--- src/rtl/video_out_pkg.sv ---
// Shared types and tables for the video output mapper: map index, detect FSM
// states, the M5Display lane permutation and the test-pattern colour bars.
package video_out_pkg;

  typedef enum logic {
    MAP_IDENTITY  = 1'b0,
    MAP_M5DISPLAY = 1'b1
  } map_idx_t;

  typedef enum logic [1:0] {
    ST_SYNC   = 2'd0,
    ST_FILTER = 2'd1,
    ST_LOCKED = 2'd2
  } detect_state_t;

  typedef struct packed {
    logic de;
    logic hsync;
    logic vsync;
  } video_ctrl_t;

  // Map 1: out[i] = in[MAP1_SRC[i]]
  localparam int unsigned MAP1_WIDTH = 24;
  localparam int unsigned MAP1_SRC [MAP1_WIDTH] = '{
    0, 1, 2, 3, 4, 5, 6, 7, 8, 9, 10, 11, 12, 13,
    22, 20, 18, 16, 14, 23, 21, 19, 17, 15
  };

  localparam int unsigned BAR_SHIFT = 7;
  localparam int unsigned BAR_COUNT = 8;
  localparam logic [23:0] BAR_RGB [BAR_COUNT] = '{
    24'hFFFFFF, 24'hFFFF00, 24'h00FFFF, 24'h00FF00,
    24'hFF00FF, 24'hFF0000, 24'h0000FF, 24'h000000
  };

endpackage

--- src/rtl/video_out_detect.sv ---
// Board-type detection: 2-FF synchroniser on detect_n, run-length filter and a
// lock FSM that latches the detected map once and holds it until reset.
module video_out_detect
  import video_out_pkg::*;
#(
  parameter int unsigned DETECT_FILTER = 16
) (
  input  logic clock_video,
  input  logic reset_n,
  input  logic detect_n,
  output logic map_sel_detected,
  output logic map_locked
);

  localparam int unsigned CNT_W = $clog2(DETECT_FILTER + 1);

  logic [1:0]       sync_ff;
  logic             detect_sync;
  logic             prev_sample;
  logic             sync_wait;
  logic [CNT_W-1:0] run_cnt;
  detect_state_t    state;

  assign detect_sync = sync_ff[1];

  always_ff @(posedge clock_video) begin
    if (!reset_n) begin
      sync_ff          <= 2'b11;
      state            <= ST_SYNC;
      sync_wait        <= 1'b0;
      prev_sample      <= 1'b1;
      run_cnt          <= '0;
      map_sel_detected <= 1'b0;
      map_locked       <= 1'b0;
    end else begin
      sync_ff <= {sync_ff[0], detect_n};
      case (state)
        ST_SYNC: begin
          sync_wait <= 1'b1;
          if (sync_wait) begin
            state   <= ST_FILTER;
            run_cnt <= '0;
          end
        end
        ST_FILTER: begin
          prev_sample <= detect_sync;
          // run_cnt == 0 marks the first sample of the run
          if (run_cnt == '0 || detect_sync == prev_sample) begin
            if (run_cnt == CNT_W'(DETECT_FILTER - 1)) begin
              state            <= ST_LOCKED;
              map_locked       <= 1'b1;
              map_sel_detected <= ~detect_sync;
            end else begin
              run_cnt <= run_cnt + CNT_W'(1);
            end
          end else begin
            run_cnt <= CNT_W'(1);
          end
        end
        ST_LOCKED: begin
        end
        default: state <= ST_SYNC;
      endcase
    end
  end

endmodule

--- src/rtl/video_out_mapper.sv ---
// Registered output stage: board-dependent lane permutation and sync swap,
// sync polarity, frame-aligned blanking and heartbeat LED.
// Optional colour-bar generator enabled by VIDEO_OUT_MAPPER_TEST_PATTERN_EN.
module video_out_mapper
  import video_out_pkg::*;
#(
  parameter int unsigned DATA_WIDTH    = 24,
  parameter int unsigned PIPE_STAGES   = 2,
  parameter int unsigned DETECT_FILTER = 16,
  parameter int unsigned BLINK_PERIOD  = 74_250_000
) (
  input  logic                  clock_video,
  input  logic                  reset_n,
  input  logic [DATA_WIDTH-1:0] in_data,
  input  logic                  in_hsync,
  input  logic                  in_vsync,
  input  logic                  in_de,
  input  logic                  detect_n,
  input  logic                  map_override_valid,
  input  logic                  map_override,
  input  logic                  hsync_pol,
  input  logic                  vsync_pol,
  input  logic                  out_enable,
`ifdef VIDEO_OUT_MAPPER_TEST_PATTERN_EN
  input  logic                  test_pattern,
`endif
  output logic [DATA_WIDTH-1:0] out_data,
  output logic                  out_hsync,
  output logic                  out_vsync,
  output logic                  out_de,
  output logic                  map_locked,
  output logic                  map_sel,
  output logic                  led
);

  localparam int unsigned BLINK_W = (BLINK_PERIOD > 1) ? $clog2(BLINK_PERIOD) : 1;

  logic                  map_sel_detected;
  map_idx_t              map_active;
  logic [DATA_WIDTH-1:0] src_data;
  logic [MAP1_WIDTH-1:0] map1_low;
  logic [DATA_WIDTH-1:0] stage_data;
  video_ctrl_t           stage_ctrl;
  video_ctrl_t           idle_ctrl;
  logic                  vsync_d;
  logic                  en_req;
  logic                  en_state;
  logic                  en_eff;
  logic                  blank;
  logic                  act_hsync;
  logic                  act_vsync;
  logic [BLINK_W-1:0]    blink_cnt;

  video_out_detect #(
    .DETECT_FILTER(DETECT_FILTER)
  ) u_detect (
    .clock_video     (clock_video),
    .reset_n         (reset_n),
    .detect_n        (detect_n),
    .map_sel_detected(map_sel_detected),
    .map_locked      (map_locked)
  );

  assign map_active = map_idx_t'(map_override_valid ? map_override : map_sel_detected);
  assign map_sel    = map_active;

`ifdef VIDEO_OUT_MAPPER_TEST_PATTERN_EN
  localparam int unsigned PIX_W = BAR_SHIFT + 3;

  logic [PIX_W-1:0]      pix_cnt;
  logic [DATA_WIDTH-1:0] bar_data;

  // Saturating pixel position within the active line; top bits pick the bar
  always_ff @(posedge clock_video) begin
    if (!reset_n || !in_de) begin
      pix_cnt <= '0;
    end else if (pix_cnt != '1) begin
      pix_cnt <= pix_cnt + PIX_W'(1);
    end
  end

  always_comb begin
    bar_data       = '0;
    bar_data[23:0] = BAR_RGB[pix_cnt[BAR_SHIFT +: 3]];
  end

  assign src_data = test_pattern ? bar_data : in_data;
`else
  assign src_data = in_data;
`endif

  for (genvar i = 0; i < MAP1_WIDTH; i++) begin : g_map1
    assign map1_low[i] = src_data[MAP1_SRC[i]];
  end

  // Enable follows the registered request only at a vsync rising edge
  always_ff @(posedge clock_video) begin
    if (!reset_n) begin
      vsync_d  <= 1'b1;
      en_req   <= 1'b0;
      en_state <= 1'b0;
    end else begin
      vsync_d  <= in_vsync;
      en_req   <= out_enable;
      en_state <= en_eff;
    end
  end

  assign en_eff    = (in_vsync && !vsync_d) ? en_req : en_state;
  assign blank     = !en_eff || (!map_locked && !map_override_valid);
  assign act_hsync = (map_active == MAP_M5DISPLAY) ? in_vsync : in_hsync;
  assign act_vsync = (map_active == MAP_M5DISPLAY) ? in_hsync : in_vsync;

  always_comb begin
    stage_data = src_data;
    if (map_active == MAP_M5DISPLAY) begin
      stage_data[MAP1_WIDTH-1:0] = map1_low;
    end
    if (blank) begin
      stage_data = '0;
    end
    stage_ctrl.de    = !blank && in_de;
    stage_ctrl.hsync = (!blank && act_hsync) ^ !hsync_pol;
    stage_ctrl.vsync = (!blank && act_vsync) ^ !vsync_pol;
  end

  assign idle_ctrl = '{de: 1'b0, hsync: !hsync_pol, vsync: !vsync_pol};

  for (genvar s = 0; s < PIPE_STAGES; s++) begin : g_stage
    logic [DATA_WIDTH-1:0] data_q;
    logic [DATA_WIDTH-1:0] data_d;
    video_ctrl_t           ctrl_q;
    video_ctrl_t           ctrl_d;

    if (s == 0) begin : g_head
      assign data_d = stage_data;
      assign ctrl_d = stage_ctrl;
    end else begin : g_tail
      assign data_d = g_stage[s-1].data_q;
      assign ctrl_d = g_stage[s-1].ctrl_q;
    end

    always_ff @(posedge clock_video) begin
      if (!reset_n) begin
        data_q <= '0;
        ctrl_q <= idle_ctrl;
      end else begin
        data_q <= data_d;
        ctrl_q <= ctrl_d;
      end
    end
  end

  assign out_data  = g_stage[PIPE_STAGES-1].data_q;
  assign out_de    = g_stage[PIPE_STAGES-1].ctrl_q.de;
  assign out_hsync = g_stage[PIPE_STAGES-1].ctrl_q.hsync;
  assign out_vsync = g_stage[PIPE_STAGES-1].ctrl_q.vsync;

  // Heartbeat: toggle led once per BLINK_PERIOD cycles
  always_ff @(posedge clock_video) begin
    if (!reset_n) begin
      blink_cnt <= '0;
      led       <= 1'b0;
    end else if (blink_cnt == BLINK_W'(BLINK_PERIOD - 1)) begin
      blink_cnt <= '0;
      led       <= ~led;
    end else begin
      blink_cnt <= blink_cnt + BLINK_W'(1);
    end
  end

endmodule
--- config.mk ---
export PLATFORM = sky130hd
export DESIGN_NAME = video_out_mapper
export DESIGN_NICKNAME = d
export VERILOG_FILES = /design/src/rtl/video_out_pkg.sv /design/src/rtl/video_out_detect.sv /design/src/rtl/video_out_mapper.sv
export SDC_FILE = /design/constraint.sdc
export NUM_CORES = 1
export LEC_CHECK = 0
export CAP_MARGIN = 15
export CELL_PAD_IN_SITES_DETAIL_PLACEMENT = 0
export CELL_PAD_IN_SITES_GLOBAL_PLACEMENT = 2
export CORE_AREA = 5 5 103 124
export CTS_CLUSTER_SIZE = 24
export DETAILED_ROUTE_END_ITERATION = 10
export DIE_AREA = 0 0 108 129
export HOLD_SLACK_MARGIN = 0.1
export PLACE_DENSITY_LB_ADDON = 0.1
export SKIP_LAST_GASP = 1
export SLEW_MARGIN = 20
export SYNTH_ARGS = -nofsm -noshare
export SYNTH_HDL_FRONTEND = slang
export SYNTH_SLANG_ARGS = --single-unit
--- constraint.sdc ---
create_clock -name clock_video -period 2.2 [get_ports clock_video]
set_input_delay 0.22 -clock clock_video [delete_from_list [all_inputs] [get_ports clock_video]]
set_output_delay 0.22 -clock clock_video [all_outputs]
set_load 0.01 [all_outputs]
==> results.md, run 1 <==
* Most used flip-flop cell after synthesis: dfxtp_1
* Die ar. at about 14000 sq um
* Hold Path Depth at 2
* Most common cell after layout, fill and taps aside: dfxtp_1
* Clock latency on the worst-skew pair at roughly 0.34 ns
* Post-Route WL at 8069 um
* Sequential area share after synthesis at between 50% and 60%
* Period utilisation layout at about nine tenths
* DP Area at about 4400 sq um
* 1st-pass router iterations at 4
* Sinks on Clock Net at about 100
* Post-synthesis register bit count at 98
* Std cell rows at 43
* Min-delay src: g_stage[0].ctrl_q[0]
* Number of synthesized flops with an enable pin at 0
* Crit Path Max Fanout at 6
* Max_cap viols at 0
* Power per cell area at about 740 nW/um^2
* Post-Place Setup Slack at ~0.19 ns
* Mapped cell area at between 3000 and 4000 sq um
* Routed vias at between 2000 and 3000
* Grt total ovfl at 0
* Drt via density at approximately 4.5
* HP Class: reg -> reg
* Number of setup buffers added after CTS at 0
* Routed len/inst at ~13 um
* Drt drc at 0
* Total CTS buffers at 9
* Worst path max stage delay at 0.67 ns
* Max Freq at approximately 510 MHz
* Skew final at just over 0.007 ns
* Outcome: completed
* Largest net degree at the start of global routing at 36
* Final instance area at ~4700 sq um
* IO Pins at 65
* Ys async rst share at 0%
* Max H-tree Level at 3
* Warnings from Yosys at 0
* Crit path cell chain: ha_1, and3_1, ha_1, nand2_1, a21oi_1, or4b_2, a21oi_1
* CTS tree: done
* Clock-pin transition on the worst setup and hold timing paths at 0.07 ns
* Critical Path End Type: register
* Max_slew headroom at 63.85%
* Worst reg2reg path depth at 7
* Post-CTS Hold Buffers at 0
* Leak at approximately 1.8 nW
* Die X at ~110 um
* Crit path max-delay family: simple AND/OR/NAND/NOR gates
* Deepest clock path buffer count at 2
* Slew Limit Fails at 0
* Setup TNS at 0 ns
* Core area at ~11000 sq um
* Hold Path End: out_vsync
* First-pass GRT wire length at about 13000 um
* Worst Tran Pin Value at about 0.53 ns
* Slowest cell on the critical path: or4b_2
* Critical path required time at between 2 and 2.5 ns
* Initial core utilization at around 31%
* Area delta synth->final at 33.38%
* Min Clock Period, post-route at around 2 ns
* Global Route Usage Sum at roughly an eighth
* PortBufs at 64
* Critical R2R Launch: u_detect.run_cnt[0]
* Syn_area_per_cell at around 9.6 sq um
* R2R Setup Slk at ~0.23 ns
* Share of layout cells above drive strength 1 at approximately 7.8%
* Cts repair resizes at 0
* Peak supply drop at 0.4619 mV
* Initial DRC Count at 60
* Vias in the first global route at ~2700
* Clk root buf: clkbuf_16
* Fillcell total at approximately 1100
* Die height at approximately 130 um
* R2R Path End: u_detect.run_cnt[0]
* Cells after Synth at around 370
* Final Wtd Congestion at ~0.77
* Final Hold Fails at 0
* Count of cell types in the netlist at 36
* Fin Hold WS at ~0.43 ns
* Initial antenna violation count at 0
* Worst setup margin at approximately 0.23 ns
* WP buf/inv at 0
* # diodes at 0
* WP data arrival at ~2.2 ns
* Final nets at just under 500
* Setup violators final at 0
* Final ANT Viol Nets at 0
* Syn nets at ~400
* Post-DP HPWL at approximately 5700 um
* Critical path class: reg -> reg
* RSZ-0062 raised after global routing: no
* Critical path launch point type: register
* Commonest non-fill, non-tap cells in the layout: dfxtp_1, clkdlybuf4s50_1, and2_1
layer usage:
metal | global-route usage (%) | part of all wire (%) | vias up
met4 | 5.201 | 1.9 | 0
met1 | 15.17 | 45 | 1263
li1 | - | - | 1425
met2 | 20.53 | 50 | 41
met3 | 3.111 | 3.4 | 10
met5 | 0 | 0 | -
state kept, by name, indices dropped and copies added, names as in the netlist:
signal,cells
vsync_d,1
en_req,1
u_detect.prev_sample,1
g_stage.ctrl_q,3
u_detect.run_cnt,5
led,1
u_detect.map_locked,1
out_hsync,1
u_detect.state,2
out_data,24
g_stage.data_q,24
u_detect.sync_ff,2
out_vsync,1
u_detect.map_sel_detected,1
en_state,1
out_de,1
u_detect.sync_wait,1
blink_cnt,27
stage by stage:
| stage | power [mW] | util, % | instances |
|---|---|---|---|
| final | 3.492 | 41.47 | 604 |
| after global routing | 3.676 | 41.47 | 604 |
| after detailed placement | 2.037 | 38.94 | 588 |
| after global placement | 2.037 | 38.94 | 588 |
| after CTS | 3.571 | 41.47 | 604 |
| after floorplan | 1.928 | - | 368 |
where the power goes:
| group | total [mW] | internal [mW] | switching, mW | leakage, nW |
|---|---|---|---|---|
| combinational | 0.184 | 0.103 | 0.0806 | 0.824 |
| sequential | 1.81 | 1.80 | 0.0128 | 0.794 |
| clock | 1.50 | 0.812 | 0.687 | 0.137 |
logic make-up after synthesis:
kind of cell	synth area share [%]
simple gates	25.48
flops	55.33
compound gates	10.52
buf+inv	2.964
xor+xnor	3.458
fa+ha+maj	1.411
mux	0.8469
worst reg2reg max path: stages (launching register included):
cell     delay, ns
dfxtp_1       0.34
ha_1          0.23
and3_1        0.19
ha_1          0.20
nand2_1       0.07
a21oi_1       0.08
or4b_2        0.67
a21oi_1       0.13
cells in the mapped netlist, drive strengths merged (7+ instances only):
| cell type | number | share of area [%] |
|---|---|---|
| dfxtp | 98 | 55 |
| and2 | 43 | 7.6 |
| a21oi | 36 | 5.1 |
| nand2 | 34 | 3.6 |
| nor2 | 20 | 2.1 |
| o21ai | 16 | 2.6 |
| clkbuf | 13 | 1.4 |
| or4 | 11 | 2.4 |
| nand3 | 10 | 1.4 |
| inv | 9 | 0.95 |
| o31ai | 9 | 1.9 |
| xor2 | 9 | 2.2 |
| or3 | 8 | 1.4 |
| nand4 | 7 | 1.2 |
cell type report:
cell class	count	area [sq um]	share of cell area [%]
Sequential cell	98	1962	41.48
Clock buffer	10	239.0	5.053
Clock inverter	6	48.80	1.032
Tap cell	157	196.4	4.153
Timing Repair Buffer	78	770.7	16.30
Inverter	9	33.78	0.7143
Multi-Input combinational cell	246	1479	31.27
worst max-delay path by stage:
stage	startpoint	endpoint	cells after the start
floorplan	u_detect.run_cnt[0]	u_detect.run_cnt[4]	6
detailed placement	map_override_valid	g_stage[0].ctrl_q[1]	6
global route	blink_cnt[6]	led	4
finish	u_detect.run_cnt[0]	u_detect.run_cnt[0]	7
global placement	map_override_valid	g_stage[0].ctrl_q[1]	6
CTS	u_detect.run_cnt[0]	u_detect.run_cnt[0]	7
Power figures use the tool's default switching activity.
==> inputs of run 2 (changes only) <==
Settings changed: CORE_AREA 5 5 103 124 to 5 5 107 130, DIE_AREA 0 0 108 129 to 0 0 112 135.
Clock period 2.2 ns to 1.75 ns, I/O delays scaled along.
==> run 2 against run 1 <==
Effect of this change: the run now ends with negative setup slack left; count of clock-buffer cells in the layout is the same; worst hold slack worse by 0.043 ns; non-clock buffer count increased by 29; register-to-register slack got worse by 0.41 ns; global-route usage decreased by 0.88 points; sequential power up 26%; via count is 4.8% higher; combinational power rose by 51%; final cell count rose by 6.1%; first-iteration DRC count grew 85%; critical path type unchanged; critical endpoint is now blink_cnt[19].
==> results.md, run 2 (synthesis results as in run 1) <==
* Min Clock Period, post-route at around 1.9 ns
* Max H-tree Level at 3
* Switching pwr at 1.039 mW
* Most common cell after layout, fill and taps aside: dfxtp_1
* Max_cap viols at 0
* Critical path launch point type: register
* Outcome: complete, but fails checks
* Hold Path Depth at 2
* Skew final at 0.008755 ns
* Failing checks: negative setup slack
* Grt total ovfl at 0
* Dpl cells at 620
* Largest net degree at the start of global routing at 36
* First-pass GRT wire length at 13570 um
* Post-DP HPWL at approximately 6000 um
* Final Wtd Congestion at roughly 0.75
* Clock latency on the worst-skew pair at 0.35 ns
* Crit Path Max Fanout at 20
* Seq pwr share at between 40% and 50%
* Crit path cell chain: or4_4, or4_4, o21ai_4, buf_12, a21oi_1
* WP buf/inv at 1
* Commonest non-fill, non-tap cells in the layout: dfxtp_1, clkdlybuf4s50_1, and2_1
* Max reg flops at 27
* Sinks on Clock Net at 98
* Die height at around 140 um
* Final nets at slightly above 500
* 1st-pass router iterations at 4
* Comb power frac at approximately 6.0%
* Area delta synth->final at 43.47%
* Worst path max stage delay at about 0.55 ns
* Global Route Usage Sum at a little under an eighth
* Period utilisation layout at 110.1%
* Die ar. at 15120 sq um
* Sw frac at between 20% and 30%
* Largest Register: blink_cnt
* CTS tree: done
* Deepest clock path buffer count at 2
* Clock share of power at ~45%
* Worst Tran Pin Value at 0.4604 ns
* Final ANT Viol Nets at 0
* Fin Hold WS at 0.3833 ns
* Drt drc at 0
* RSZ-0062 raised after global routing: yes
* Critical path required time at roughly 2.0 ns
* Total CTS buffers at 9
* Initial core utilization at approximately 28%
* Power per cell area at around 910 nW/um^2
* WP data arrival at 2.16 ns
* HP Class: in -> reg
* Crit path top cell by count: or4_4
* Routed vias at between 2000 and 3000
* Critical Path End Type: register
* Drt via density at ~4.5
* Leak at just under 2 nW
* Initial antenna violation count at 0
* Slowest cell on the critical path: or4_4
* Max_slew headroom at between 60% and 70%
* Worst path depth at 5
* Clk root buf: clkbuf_16
* Clock-pin transition on the worst setup and hold timing paths at 0.07 ns
* Worst setup margin at -0.1775 ns
* Max Freq at between 500 and 600 MHz
* Peak supply drop at approximately 0.41 mV
* Setup violators final at 29
* Slew Limit Fails at 0
* PortBufs at 64
* Core area at around 12000 sq um
* Std cell rows at 45
* Critical path class: reg -> reg
* # diodes at 0
* Initial DRC Count at 111
* Post-Route WL at ~8500 um
* Final Hold Fails at 0
* Post-Layout Cell Count at approximately 640
* Routed len/inst at around 13 um
* Vias in the first global route at between 2000 and 3000
* Crit path max-delay family: simple AND/OR/NAND/NOR gates
* Die X at ~110 um
* IO Pins at 65
* Cell-internal power at ~3.6 mW
* Worst reg2reg path depth at 5
* Share of layout cells above drive strength 1 at ~18%
## run 2: cell count changes in the layout (fill, tap and decap cells not counted), sizes merged
cell           previous run  this run
clkdlybuf4s50            64        63
dlymetal6s2s              0         1
buf                      14        43
bufinv                    0         1
a21oi                    36        37
clkinvlp                  2         1
## run 2: path summary, 6_finish.rpt
| check | from | slack (ns) | endpoint |
|---|---|---|---|
| setup reg to reg | blink_cnt[6] | -0.18 | blink_cnt[19] |
| hold / removal | in_data[1] | 0.38 | g_stage[0].data_q[1] |
| setup / recovery | blink_cnt[6] | -0.18 | blink_cnt[19] |
| hold reg to reg | u_detect.sync_ff[0] | 0.43 | u_detect.sync_ff[1] |
## run 2: power groups by stage
| stage | registers, mW | clock network [mW] | logic, mW |
|---|---|---|---|
| finish | 2.28 | 2.07 | 0.278 |
| floorplan | 2.33 | 0 | 0.102 |
| global placement | 2.33 | 0 | 0.259 |
| CTS | 2.28 | 2.14 | 0.275 |
| detailed placement | 2.33 | 0 | 0.258 |
| global route | 2.28 | 2.21 | 0.304 |
## run 2: repair_timing
item	CTS	global route
gates resized for setup	6	17
cloned	0	1
hold buffers	0	0
setup buffers	5	0
endpoints found under the setup margin	32	36
pin swaps	5	9
## run 2: stage by stage
step	power (mW)	setup slack [ns]	utilization (%)	cell area, sq um	TNS [ns]
finish	4.622	-0.1775	40.88	5087	-4.585
global route	4.795	-0.2513	40.88	5087	-6.445
CTS	4.686	-0.1723	40.31	5016	-4.484
detailed placement	2.585	-0.2420	37.43	4657	-5.059
global placement	2.585	-0.2429	37.43	4657	-4.756
floorplan	2.427	-0.1678	-	3577	-3.676
## run 2: routing by layer
metal,vias to the layer above,GRT usage [%],routed length [um]
met1,1336,13.30,3846
met3,17,2.465,246
met4,0,7.148,261
li1,1478,-,-
met2,40,19.23,4176
met5,-,0,0
## run 2: layout make-up
cell class | instances | area, sq um
fillers | 1233 | 7356
multi-input cells | 247 | 1589
repair buffers | 107 | 982.2
clock inverters | 6 | 72.57
inverters | 9 | 33.78
well taps | 164 | 205.2
flip-flops and latches | 98 | 1966
clock buffers | 10 | 239.0
